===== src/rtl/xtea_dec.sv =====
// ---------------------------------------------------------------------------
// xtea_dec
// Iterative XTEA decrypter. Two independent 64-bit blocks are decrypted in
// parallel under one shared 128-bit key. Each round takes three cycles: a
// Z-step, a SUM-step and a Y-step. The word packing of v and data_o matches
// the encrypter output, so ciphertext from the encrypter can be fed in as-is.
//
// Ports
//   clock   : system clock, rising edge
//   reset   : asynchronous, active-low reset
//   start   : sampled in IDLE; high latches v and k and starts decryption
//   v       : ciphertext {z1, y1, z0, y0}, y0 in bits [31:0]
//   k       : key, k_reg[n] = k[32*n+31 : 32*n]
//   busy    : high from the cycle after acceptance until DONE completes
//   ready   : one-cycle pulse, data_o holds a fresh plaintext
//   data_o  : plaintext {z1, y1, z0, y0}
// ---------------------------------------------------------------------------
module xtea_dec #(
   parameter int unsigned ROUNDS = 32,
   parameter logic [31:0] DELTA  = 32'h9E3779B9
) (
   input  logic         clock,
   input  logic         reset,
   input  logic         start,
   input  logic [127:0] v,
   input  logic [127:0] k,
   output logic         busy,
   output logic         ready,
   output logic [127:0] data_o
);

   // Decryption walks the key schedule backwards, so sum starts at the value
   // the encrypter ends with (DELTA*ROUNDS, wrapped to 32 bits) and falls to 0.
   localparam logic [31:0] SUM_INIT   = DELTA * ROUNDS;
   localparam logic [5:0]  LAST_ROUND = 6'(ROUNDS - 1);

   typedef enum logic [2:0] {
      IDLE,
      ZS,
      SUM,
      YS,
      DONE
   } state_t;

   state_t      state;
   logic [31:0] y0;
   logic [31:0] z0;
   logic [31:0] y1;
   logic [31:0] z1;
   logic [31:0] sum;
   logic [5:0]  i;
   logic [31:0] k_reg [4];
   logic [31:0] z_key;
   logic [31:0] y_key;

   // The XTEA mixing term ((x<<4) ^ (x>>5)) + x, shared by both half-steps
   // and both lanes.
   function automatic logic [31:0] mix(input logic [31:0] x);
      return ((x << 4) ^ (x >> 5)) + x;
   endfunction

   // Key word selection. The Z-step picks its word with bits 12:11 of sum
   // and the Y-step with bits 1:0. The Y-step runs after the SUM-step, so
   // it sees the already decremented sum, which is what decryption needs.
   assign z_key = k_reg[sum[12:11]];
   assign y_key = k_reg[sum[1:0]];

   // Main controller and datapath. Everything lives in one clocked block so
   // the outputs are registered and reset can abort an operation at any
   // point. ready defaults low every edge, which makes it a single pulse.
   always_ff @(posedge clock or negedge reset) begin
      if (!reset) begin
         state  <= IDLE;
         busy   <= 1'b0;
         ready  <= 1'b0;
         data_o <= '0;
         y0     <= '0;
         z0     <= '0;
         y1     <= '0;
         z1     <= '0;
         sum    <= '0;
         i      <= '0;
         for (int n = 0; n < 4; n++) begin
            k_reg[n] <= '0;
         end
      end else begin
         ready <= 1'b0;
         case (state)
            IDLE: begin
               if (start) begin
                  y0    <= v[31:0];
                  z0    <= v[63:32];
                  y1    <= v[95:64];
                  z1    <= v[127:96];
                  for (int n = 0; n < 4; n++) begin
                     k_reg[n] <= k[32*n +: 32];
                  end
                  sum   <= SUM_INIT;
                  i     <= '0;
                  busy  <= 1'b1;
                  state <= ZS;
               end
            end
            ZS: begin
               z0    <= z0 - (mix(y0) ^ (sum + z_key));
               z1    <= z1 - (mix(y1) ^ (sum + z_key));
               state <= SUM;
            end
            SUM: begin
               sum   <= sum - DELTA;
               state <= YS;
            end
            YS: begin
               y0    <= y0 - (mix(z0) ^ (sum + y_key));
               y1    <= y1 - (mix(z1) ^ (sum + y_key));
               i     <= i + 6'd1;
               state <= (i == LAST_ROUND) ? DONE : ZS;
            end
            DONE: begin
               data_o <= {z1, y1, z0, y0};
               ready  <= 1'b1;
               busy   <= 1'b0;
               state  <= IDLE;
            end
            default: begin
               state <= IDLE;
            end
         endcase
      end
   end

endmodule

===== config.mk =====
export PLATFORM = sky130hd
export DESIGN_NAME = xtea_dec
export DESIGN_NICKNAME = d
export VERILOG_FILES = /design/src/rtl/xtea_dec.sv
export SDC_FILE = /design/constraint.sdc
export NUM_CORES = 2
export LEC_CHECK = 0
export ABC_AREA = 1
export CORE_AREA = 2 2 251 253
export CTS_CLUSTER_DIAMETER = 200
export DETAILED_ROUTE_END_ITERATION = 7
export DIE_AREA = 0 0 253 255
export GPL_ROUTABILITY_DRIVEN = 1
export PLACE_DENSITY = 0.88
export SLEW_MARGIN = 40
export SYNTH_ARGS = -nofsm -noshare
export SYNTH_HDL_FRONTEND = slang
export SYNTH_SLANG_ARGS = --single-unit

===== constraint.sdc =====
create_clock -name clock -period 12.6 [get_ports clock]
set_input_delay 1.26 -clock clock [delete_from_list [all_inputs] [get_ports clock]]
set_output_delay 1.26 -clock clock [all_outputs]
set_load 0.02 [all_outputs]

==> out/results.ini <==
[run_status]
outcome = completed

[floorplanning]
coreArea_um2 = 62200
die_x_um = 253
initial_core_util_pct = 63.2
die_area_um2 = 64500
die_h_um = 255
ios = 389
rows = 92

[clock_tree]
hold_buffers = 0
clock-sinks = 427
clock_latency_ns = 0.63
clock_path_buffers = 3
cts-buffers-inserted = 46
clk_pin_slew_ns = 0.06
root_buffer = clkbuf_16
h-tree-depth = 2
cts_resized = 0
cts_tree = yes
post-cts-setup-buffers = 0

[sta]
max-slew-margin-rel_pct = 36.5
tightestPinTransition_ns = 0.946
max_freq_mhz = 149
timing.final.crit_period_ns = 6.71
period_share_pct = 53.3
setup_tns_ns = 0
finalClockSkew_ns = 0.0266
hold_ws_ns = 0.481
hold_viol = 0
slew_viol_final = 0
setup_viol_count_final = 0
rsz0062_at_grt = false

[setup_path]
cp-start-kind = flip-flop
arrival_ns = 7.20
r2r-start = sum[0]
worstRegToRegCells = 24
worst-endpoint-required_ns = 13.09
critPathCaptureType = flip-flop
path_class = flip-flop to flip-flop
r2r_slack_ns = 5.89
endpoint = y1[25]
cp_max_fo = 67
startpoint = sum[0]
r2r_end = y1[25]

[grt]
grt_usage_pct = 47.4
grt-ovfl-total = 0
grt_pass1_vias = 41600
grt_first_pass_wirelength_um = 235000
antenna_found_initial = 2
grt_start_max_net_pins = 101

[synth]
ys_seq_area_share_pct = 27.2
synth-edff-count = 0
synth_nets = 6478
yosysWarnings = 0
syn_area_per_cell_um2 = 6.66
yosys_most_used_dff = dfrtp_1
netlist_instances = 5897
synth.distinct_cells = 59
ys_seq_elements = 427
syn_area_um2 = 39300
async_reset_ff_share_pct = 100

[drt]
firstDrtPassIters = 7
dr_total_vias = 43900
ant_nets = 0
wire_per_inst_um = 22.2
drt_iter0_markers = 5475
drt-total-wl_um = 157000
avgViaCountPerCell = 6.24
drc = 0

[placed_design]
dp_cells = 6957
place.gp.congestion = 1.10
io_buffers = 388
dp_hpwl_um = 123000

[cells_and_area]
regArea_um2 = 10700
multiInputGateArea_um2 = 25700
finalNonFillerCells = 7040
syn_to_final_growth_pct = 15.6
final_util_pct = 73.1
final_common_cell = nand2_1
mostFrequentLayoutCells = 1830 x nand2_1, 616 x inv_1, 500 x nor2_1, 451 x o21ai_0, 425 x dfrtp_1
nets = 6787
fillers = 4916
drive_gt1_share_pct = 3.06

[flow_run]
cap_viol_max_count = 0

[hold_path]
hp-class = flip-flop to flip-flop

[logic make-up after synthesis]
group / after synthesis / share of synthesized area, %
AND/OR/NAND/NOR: 2767 / 28.4
AO/OA/AOI/OAI: 1213 / 17.7
buffers and inverters: 781 / 7.56
flip-flops: 427 / 27.2
XOR/XNOR: 385 / 8.66
adder cells (fa/ha/maj): 322 / 10.4
multiplexers: 2 / 0.0509
[worst max-delay path, stage by stage (launching register included)]
cell and delay (ns):
dfrtp_2 0.34, buf_4 0.55, clkinv_1 0.72, buf_4 0.49
o21ai_0 0.21, o22ai_1 0.15, fa_1 0.46, nand2_1 0.10
nand3_1 0.08, o21ai_2 0.10, o21ai_2 0.13, a21oi_2 0.24
o21ai_2 0.12, xor2_1 0.60, xnor2_1 0.25, ha_1 0.42
nand2_1 0.11, nor2_1 0.18, nand4_1 0.11, o21ai_1 0.41
a21oi_1 0.19, o21ai_0 0.34, nand2_1 0.09, nand2_1 0.07
o21bai_1 0.06
[per-stage QoR]
stage / setup slack (ns) / instance area, um2
after floorplan: 8.49 / 39300
after global placement: 6.42 / 43800
after detailed placement: 6.32 / 43800
after CTS: 6.27 / 45400
after global routing: 5.60 / 45400
final: 5.89 / 45400
[routing by layer]
metal,up-vias,track usage (%),part of all wire (%)
li1,20000,-,-
met1,20300,56.3,36
met2,2923,75.3,44
met3,718,11.3,11
met4,2,35.1,8.9
met5,-,0,0.0083
[cell usage after synthesis, drive strengths merged (3+ instances only)]
library cell | count | share of area [%]
a21boi | 20 | 0.38
a21o | 49 | 0.94
a21oi | 393 | 5.1
a22oi | 7 | 0.13
a31oi | 27 | 0.43
and2 | 5 | 0.086
and3 | 3 | 0.048
buf | 39 | 0.47
clkbuf | 114 | 1.1
dfrtp | 427 | 27
fa | 10 | 0.51
ha | 312 | 9.9
inv | 628 | 6.0
nand2 | 1840 | 18
nand3 | 279 | 3.6
nand3b | 16 | 0.31
nand4 | 30 | 0.48
nor2 | 505 | 4.9
nor3 | 59 | 0.79
nor4 | 17 | 0.36
o211a | 3 | 0.076
o211ai | 53 | 1.0
o21a | 3 | 0.057
o21ai | 492 | 6.5
o21bai | 47 | 0.93
o221a | 4 | 0.11
o221ai | 29 | 0.65
o22ai | 78 | 1.2
or2 | 11 | 0.18
xnor2 | 154 | 3.4
xor2 | 231 | 5.2
[worst min path at each step]
stage / start / endpoint / slack, ns / cells after the start
after detailed placement: busy / busy / 0.46 / 2
after floorplan: k_reg[32] / k_reg[32] / 0.46 / 2
after global placement: busy / busy / 0.46 / 2
after CTS: data_o[57] / data_o[57] / 0.49 / 2
after global routing: data_o[101] / data_o[101] / 0.50 / 2
final: data_o[23] / data_o[23] / 0.48 / 2
[final cells by class]
cell class	instances	area share (%)
antenna	1	0.00551
tap	799	2.20
sequential	427	23.5
timing repair buffer	414	9.09
clock inverter	17	0.388
inverter	628	5.20
clock buffer	65	3.03
multi-input combinational	4689	56.6
Power is left out: the tool's default activity adds up to more than one toggle a clock period on the data nets, which glitch-free logic cannot reach.
